**config.mk**
```make
export PLATFORM = sky130hd
export DESIGN_NAME = boa_reset_ctrl
export DESIGN_NICKNAME = d
export VERILOG_FILES = /design/src/rtl/boa_reset_ctrl_pkg.sv /design/src/rtl/boa_debounce.sv /design/src/rtl/boa_reset_ctrl.sv
export SDC_FILE = /design/constraint.sdc
export NUM_CORES = 1
export LEC_CHECK = 0
export CORE_ASPECT_RATIO = 0.5
export CORE_MARGIN = 5
export CORE_UTILIZATION = 55
export DETAILED_ROUTE_END_ITERATION = 16
export DONT_BUFFER_PORTS = 1
export GPL_ROUTABILITY_DRIVEN = 0
export PLACE_DENSITY = 0.78
export SYNTH_ARGS = -nofsm -noshare
export SYNTH_HDL_FRONTEND = slang
export SYNTH_SLANG_ARGS = --single-unit
```
**constraint.sdc**
```tcl
create_clock -name clk -period 1.7 [get_ports clk]
set_input_delay 0.085 -clock clk [delete_from_list [all_inputs] [get_ports clk]]
set_output_delay 0.085 -clock clk [all_outputs]
set_load 0.01 [all_outputs]
```
**src/rtl/boa_reset_ctrl_pkg.sv**
```systemverilog
// Shared types and constants for the reset/power controller.
package boa_reset_ctrl_pkg;

  // Number of flops in each input synchroniser chain.
  localparam int unsigned SYNC_STAGES = 2;

  // Controller state; the encoding is visible on the state output.
  typedef enum logic [1:0] {
    ST_RESET = 2'd0,
    ST_RUN   = 2'd1,
    ST_SHDN  = 2'd2
  } state_t;

endpackage

```
**src/rtl/boa_debounce.sv**
```systemverilog
// One button channel: two-flop synchroniser followed by a stability counter.
// The output follows the synchronised level only after it has differed for
// debounce_cycles consecutive cycles; any cycle of agreement restarts the count.
module boa_debounce
  import boa_reset_ctrl_pkg::*;
#(
  parameter int unsigned debounce_cycles = 100000
) (
  input  logic clk,
  input  logic rst_n,
  input  logic i_btn,
  output logic o_btn
);

  localparam int unsigned CW = $clog2(debounce_cycles) + 1;

  logic [SYNC_STAGES-1:0] r_sync;
  logic [CW-1:0]          r_cnt;
  logic                   r_btn;
  logic                   w_sync;

  assign w_sync = r_sync[SYNC_STAGES-1];
  assign o_btn  = r_btn;

  // Bring the raw asynchronous level into the clock domain.
  always_ff @(posedge clk or negedge rst_n) begin
    if (!rst_n) begin
      r_sync <= '0;
    end else begin
      r_sync <= {r_sync[SYNC_STAGES-2:0], i_btn};
    end
  end

  // Accept the new level on the debounce_cycles-th consecutive differing cycle.
  always_ff @(posedge clk or negedge rst_n) begin
    if (!rst_n) begin
      r_cnt <= '0;
      r_btn <= 1'b0;
    end else if (w_sync != r_btn) begin
      if (r_cnt == CW'(debounce_cycles - 1)) begin
        r_btn <= w_sync;
        r_cnt <= '0;
      end else begin
        r_cnt <= r_cnt + 1'b1;
      end
    end else begin
      r_cnt <= '0;
    end
  end

endmodule

```
**src/rtl/boa_reset_ctrl.sv**
```systemverilog
// Reset / shutdown controller: debounces buttons, merges reset sources,
// stretches the core reset and handles shutdown with edge-triggered wake.
module boa_reset_ctrl
  import boa_reset_ctrl_pkg::*;
#(
  parameter int unsigned          num_btn         = 5,
  parameter logic [num_btn-1:0]   rst_btn_mask    = 5'b00001,
  parameter int unsigned          num_wake        = 1,
  parameter int unsigned          debounce_cycles = 100000,
  parameter int unsigned          rst_hold_cycles = 16
) (
  input  logic                clk,
  input  logic                rst_n,
  input  logic [num_btn-1:0]  btn_in,
  input  logic [num_wake-1:0] wake_in,
  input  logic                pmu_rst_req,
  input  logic                pmu_shdn_req,
  output logic [num_btn-1:0]  btn_out,
  output logic                sys_rst,
  output logic                shdn,
  output logic [1:0]          state
);

  localparam int unsigned HW = $clog2(rst_hold_cycles) + 1;
  localparam logic [HW-1:0] HOLD_RELOAD = HW'(rst_hold_cycles - 1);

  logic [num_btn-1:0]  w_btn;
  logic [num_wake-1:0] r_wake_s1;
  logic [num_wake-1:0] r_wake_s2;
  logic [num_wake-1:0] r_wake_prev;
  logic                w_rst_src;
  logic                w_wake_evt;
  state_t              r_state;
  logic [HW-1:0]       r_hold;
  logic                r_sys_rst;
  logic                r_shdn;

  for (genvar g = 0; g < num_btn; g++) begin : g_btn
    boa_debounce #(
      .debounce_cycles(debounce_cycles)
    ) u_debounce (
      .clk   (clk),
      .rst_n (rst_n),
      .i_btn (btn_in[g]),
      .o_btn (w_btn[g])
    );
  end

  assign btn_out    = w_btn;
  assign w_rst_src  = pmu_rst_req | (|(w_btn & rst_btn_mask));
  assign w_wake_evt = |(r_wake_s2 & ~r_wake_prev);
  assign state      = r_state;
  assign sys_rst    = r_sys_rst;
  assign shdn       = r_shdn;

  // Synchronise wake levels and keep one cycle of history for edge detection.
  // History runs in every state, so a level already high on entering
  // shutdown never looks like a new edge.
  always_ff @(posedge clk or negedge rst_n) begin
    if (!rst_n) begin
      r_wake_s1   <= '0;
      r_wake_s2   <= '0;
      r_wake_prev <= '0;
    end else begin
      r_wake_s1   <= wake_in;
      r_wake_s2   <= r_wake_s1;
      r_wake_prev <= r_wake_s2;
    end
  end

  // State machine; sys_rst/shdn are registered decodes of the next state.
  always_ff @(posedge clk or negedge rst_n) begin
    if (!rst_n) begin
      r_state   <= ST_RESET;
      r_hold    <= HOLD_RELOAD;
      r_sys_rst <= 1'b1;
      r_shdn    <= 1'b0;
    end else begin
      case (r_state)
        ST_RESET: begin
          if (w_rst_src) begin
            r_hold <= HOLD_RELOAD;
          end else if (r_hold == '0) begin
            r_state   <= ST_RUN;
            r_sys_rst <= 1'b0;
            r_shdn    <= 1'b0;
          end else begin
            r_hold <= r_hold - 1'b1;
          end
        end
        ST_RUN: begin
          if (w_rst_src) begin
            r_state   <= ST_RESET;
            r_hold    <= HOLD_RELOAD;
            r_sys_rst <= 1'b1;
            r_shdn    <= 1'b0;
          end else if (pmu_shdn_req) begin
            r_state   <= ST_SHDN;
            r_sys_rst <= 1'b0;
            r_shdn    <= 1'b1;
          end
        end
        ST_SHDN: begin
          if (w_rst_src || w_wake_evt) begin
            r_state   <= ST_RESET;
            r_hold    <= HOLD_RELOAD;
            r_sys_rst <= 1'b1;
            r_shdn    <= 1'b0;
          end
        end
        default: begin
          r_state   <= ST_RESET;
          r_hold    <= HOLD_RELOAD;
          r_sys_rst <= 1'b1;
          r_shdn    <= 1'b0;
        end
      endcase
    end
  end

endmodule

```
After elaboration in Yosys (flattened, before gate mapping). Cells that the tools add are included.

Eq/ne operators: 18. Reduce and logical (&&, ||, !) cells: 10. Bitwise logic cells: 3. Mux-type cells: 31. Shifts and indexed selects: 0. Divide/modulo/power cells: 0. Order comparisons: 0. $mul: 0. $add $sub $neg: 6.

Operators with widths (count): 2-to-1 mux 18 bit (10); adder 18 x 1 -> 18 bit (second input constant) (5); == test 18 x 17 -> 1 bit (second input constant) (5); 2-to-1 mux 5 bit (4); case mux 5 bit (3 select lines) (1); 2-to-1 mux 2 bit (5); AND reduction 2 bit (5); 2-to-1 mux 1 bit (8); inequality test 2 bit (second input constant) (4); inequality test 3 bit (second input constant) (2); case mux 1 bit (3 select lines) (2); case mux 2 bit (3 select lines) (1); logical NOT 5 bit (1); inequality test 1 bit (5); subtractor 5 x 1 -> 5 bit (second input constant) (1); AND reduction 4 bit (1); AND reduction 3 bit (1); == test 2 x 1 -> 1 bit (second input constant) (1); == test 2 bit (second input constant) (1); logical NOT 2 bit (1); bitwise AND 1 bit (1); logical OR 1 bit (1); inverter 1 bit (1); OR 1 bit (1).

Memories kept: 0. Memory bits (read-only): 0. Memory bits (writable): 0. Bits of input ports: 10. Bits in latches: 0. Bits in registers: 117.

Longest topological paths before layout.
Depth in word-level cells: 5. Depth in mapped cells: 7. Mapped depth without buffers: 6.

By module. From an unflattened synthesis, not the netlist that was laid out.

Cell total of the unflattened synthesis: 554. Area, all modules: 5701.7 um2.

Modules (own cells, without submodules): boa_debounce (area an instance 1026.0 um2, instances 5, cells each 99); boa_reset_ctrl (area an instance 571.8 um2, instances 1, cells each 59).

Worst setup path after synthesis. No wires, ideal clock.

Path type: register -> register. From: register r_hold[0]. To: register r_hold[0]. Cell stages (with the launch flop): 7. Period minus slack after synthesis: 1.881 ns. Slack: -0.181 ns. Data required time: 1.618 ns. Arrival time: 1.799 ns. Path buffers: 0. Cells stage by stage: dfstp_2 -> inv_1 -> ha_1 -> or4b_1 -> a21o_1 -> a21oi_2 -> mux2_2.

Longest elaborated chain between the ends: 4.

RTL lines: from (decl) (RTL line boa_reset_ctrl.sv:34) `logic [HW-1:0] r_hold;`; from (signal assigned) (RTL line boa_reset_ctrl.sv:88) `r_hold <= r_hold - 1'b1;`; subtractor 5 x 1 -> 5 bit (RTL line boa_reset_ctrl.sv:88); 2-to-1 mux 5 bit (RTL line boa_reset_ctrl.sv:83) `end else if (r_hold == '0) begin`; 2-to-1 mux 5 bit (RTL line boa_reset_ctrl.sv:81) `if (w_rst_src) begin`; case mux 5 bit (3 select lines) (RTL line boa_reset_ctrl.sv:79) `case (r_state)`.

Parallel ways exist; a longest one is shown, timed or not. The select of a mux whose other input is x is not followed. A chain may end at the register's enable or synchronous reset.

Final worst setup path.
From: register g_btn[0].u_debounce.r_cnt[14]. To: register g_btn[0].u_debounce.r_cnt[5].

Longest elaborated chain between the ends: 3.

RTL lines: from (decl) (RTL line boa_debounce.sv:18) `logic [CW-1:0] r_cnt;`; from (signal assigned) (RTL line boa_debounce.sv:44) `r_cnt <= r_cnt + 1'b1;`; == test 18 x 17 -> 1 bit (RTL line boa_debounce.sv:40) `if (r_cnt == CW'(debounce_cycles - 1)) begin`; 2-to-1 mux 18 bit (RTL line boa_debounce.sv:40); 2-to-1 mux 18 bit (RTL line boa_debounce.sv:39) `end else if (w_sync != r_btn) begin`.

No other way between the ends.

==> impl_results.md <==
* Hold WS at -633 ps
* Largest net degree at the start of global routing at 118
* ANT nets after route at 0
* Yosys reg bits at between 100 and 150
* Netlist cell types at about 50
* Clock H-tree levels at 4
* Worst setup SP type: register
* VDD IR max at about 0.57 mV
* Outcome: complete, but fails checks
* Post-layout util at 0.717
* Sequence of cells on the critical path: or4_1 -> or3_4 -> o31ai_4 -> buf_6 -> nor2_2
* Final Max Slew Viols at 0
* Total CTS buffers at 17
* Routed vias/inst at ~5.6
* MaxCap Viol Count at 0
* Final setup viols at 20
* First-pass GRT wire length at 20100 um
* Final Hold Violating Endpoints at 117
* R2R Path Start: g_btn[0].u_debounce.r_cnt[14]
* Congestion Overflow GR at 0
* Die Span X at ~150 um
* GRT Util Overall at 0.202
* Sequential-to-total area share from yosys stat at 0.527
* Cell area after synthesis at 5570 um2
* Worst path required time at 1990 ps
* Share of layout cells above drive strength 1 at 0.252
* Core area at between 10000 and 15000 um2
* Layout Nets at 650
* Setup crit end kind: register
* Routed len/inst at between 15 and 20 um
* Hold-fix buffers at CTS at 9
* Failing checks: negative hold slack, negative setup slack
* DRC viols at 0
* Final Cycle Share at 1.10
* RSZ-0062 raised after global routing: true
* Buffers and inverters on the worst path at 1
* Post-Syn Instances at between 500 and 600
* Ys Warns at 0
* Slowest cell on crit path: or4_1
* Fmax at between 500 and 600 MHz
* Min Clock Period, post-route at between 1500 and 2000 ps
* PwrDens at roughly 940 nW/um2
* Worst setup startpoint: g_btn[0].u_debounce.r_cnt[14]
* Root buf cell: clkbuf_16
* Max stage delay on crit path at approximately 510 ps
* Vias in the first global route at ~4400
* Setup crit end: g_btn[0].u_debounce.r_cnt[5]
* Initial drt markers at 297
* Worst slew margin at 0.702
* CP max FO at 8
* Initial Utilization at 0.554
* Antenna violations before repair at 0
* Post-place instance area at 6280 um2
* Detailed-router iteration count before antenna repair at 5
* Syn_nets at between 500 and 600
* Worst-margin pin slew at approximately 440 ps
* Clock sink count at roughly 120
* Static leakage at between 0.003 and 0.004 uW
* Port buffer count at 0
* Row count at 26
* Area Overhead vs Synth at 29.3%
* CP top delay family: simple AND/OR/NAND/NOR gates
* Setup WS pre-CTS at -174 ps
* Syn avg cell area at ~10 um2
* R2R Path End: g_btn[0].u_debounce.r_cnt[5]
* Vias at 4411
* Final Skew at 10.1 ps
* R2R Setup Slk at -180 ps
* Hold WC Path Type: in -> async
* Crit path DAT at about 2200 ps
* Inserted Diodes at 0
* Fin worst setup slack at -176 ps
* Number of flops mapped to enable cells by yosys at 0
* Die H at about 81 um
* Clock slew at reported path FFs at roughly 50 ps
* Worst path depth at 5
* Hpwl dp at between 6000 and 7000 um
* Clk_lat worst skew at 420 ps
* Overall Power at 6790 uW
* I/O pins at 19
* Total Wirelength at 12000 um
* R2R cell count at 5
* CTS tree: built
* Top_reg_cell synth: dfrtp_1
* WS Path Type: reg -> reg
* DIE AREA at between 10000 and 15000 um2
* Async SR Flop Fraction at 1.00
* Design area at about 7200 um2
* Max clock buf depth at 2
-- worst min path at each step --
stage          startpoint                            end
6_report            rst_n   g_btn[2].u_debounce.r_cnt[3]
5_1_grt             rst_n   g_btn[2].u_debounce.r_cnt[3]
3_5_place_dp        rst_n   g_btn[2].u_debounce.r_cnt[3]
4_1_cts             rst_n  g_btn[4].u_debounce.r_sync[0]
2_1_floorplan       rst_n      g_btn[0].u_debounce.o_btn
3_3_place_gp        rst_n   g_btn[2].u_debounce.r_cnt[3]
-- state kept, by name, indices dropped and copies added (netlist names) --
register	count
g_btn.u_debounce.o_btn	5
r_wake_prev	1
r_hold	5
g_btn.u_debounce.r_sync	10
sys_rst	1
state	2
r_wake_s1	1
g_btn.u_debounce.r_cnt	90
r_wake_s2	1
shdn	1
-- routing by layer --
metal	wire (um)	GRT usage	vias up
li1	-	-	2088
met1	5410	0.238	2180
met2	5930	0.355	117
met3	464	0.0500	26
met4	233	0.104	0
met5	0	0	-
-- cell families (layout without fill, tap and decap cells) --
family | count (synthesis) | in the layout | share of synthesized area
AO/OA/AOI/OAI | 34 | 34 | 0.0456
XOR/XNOR | 78 | 78 | 0.123
adder cells (fa/ha/maj) | 6 | 6 | 0.0135
buffers and inverters | 34 | 136 | 0.0283
flip-flops | 117 | 117 | 0.527
multiplexers | 8 | 8 | 0.0159
AND/OR/NAND/NOR | 268 | 268 | 0.247
-- metrics by stage --
step / hold slack [ps] / setup TNS, ps / instances
CTS: -651 / -2460 / 783
global route: -650 / -5030 / 787
detailed placement: -205 / -1810 / 741
floorplan: -211 / -2430 / 545
finish: -633 / -2930 / 787
global placement: -205 / -1460 / 741
-- synthesized netlist by cell type (2+ instances only) --
cell type	instances	area, um2
nor3_1	22	110
and2_1	6	37.5
buf_4	5	37.5
a21oi_1	8	40.0
nand2_1	29	109
dfrtp_1	112	2800
nor2b_1	3	18.8
nand2b_1	2	12.5
nor2_1	89	334
nor4b_1	2	17.5
nand4_1	31	194
dfstp_2	5	131
o31ai_1	3	22.5
buf_2	3	15.0
and3_1	3	18.8
o21ai_0	6	30.0
nand3_1	32	160
o21a_1	3	22.5
xnor2_1	50	438
or3_1	4	25.0
xor2_1	28	245
mux2_2	7	78.8
and4_1	11	96.3
ha_1	6	75.1
o31ai_2	2	25.0
nor4_1	21	131
inv_1	19	71.3
or4_1	7	52.6
clkbuf_1	6	22.5
-- layout make-up --
| cell class | instances | area [um2] |
|---|---|---|
| Timing Repair Buffer | 85 | 712 |
| Clock buffer | 23 | 478 |
| Inverter | 19 | 71.3 |
| Sequential cell | 117 | 2940 |
| Tap cell | 140 | 175 |
| Fill cell | 600 | 2850 |
| Multi-Input combinational cell | 394 | 2710 |
| Clock inverter | 9 | 125 |
-- power by group --
group | leakage, uW | internal, uW | switching, uW
sequential | 0.00157 | 2850 | 51.3
combinational | 0.00118 | 120 | 115
clock | 0.000293 | 2410 | 1250
-- cells in the final DEF (no fill, tap or decap), types with 3 or more instances in the layout --
cell and n:
bufinv_16 3, nor3_1 19, and3_1 3, xor2_1 28, o21ai_0 6, clkinv_2 4
o21a_1 3, or4_1 5, clkbuf_1 3, a21oi_1 8, dfstp_2 5, o31ai_1 3
dlygate4sd3_1 9, nand4_1 31, nor2_1 78, nor2_2 9, mux2_4 3, or4_4 3
mux2_2 4, nor4_1 17, nand2_1 28, nand3_1 30, and4_1 11, clkbuf_8 3
buf_6 7, nor2b_1 3, xnor2_1 50, ha_2 3, or3_1 3, clkbuf_16 17
inv_1 17, buf_4 67, dfrtp_1 111, o31ai_4 3, and2_1 6
-- worst reg2reg max path, delay by kind of cell, from the launching register on --
kind | cells | cell delay (ps)
AOI/OAI and AO/OA | 1 | 240
DFF | 1 | 370
buffers and inverters | 1 | 190
and+or+nand+nor | 3 | 950
-- what timing repair did --
item | 4_1_cts | 5_1_grt
buffers inserted | 1 | 4
pin swaps | 1 | 12
endpoints found under the hold margin | 127 | 117
gates resized for setup | 8 | 38
setup endpoints to repair | 34 | 60
(Power assumes the default switching activity.)
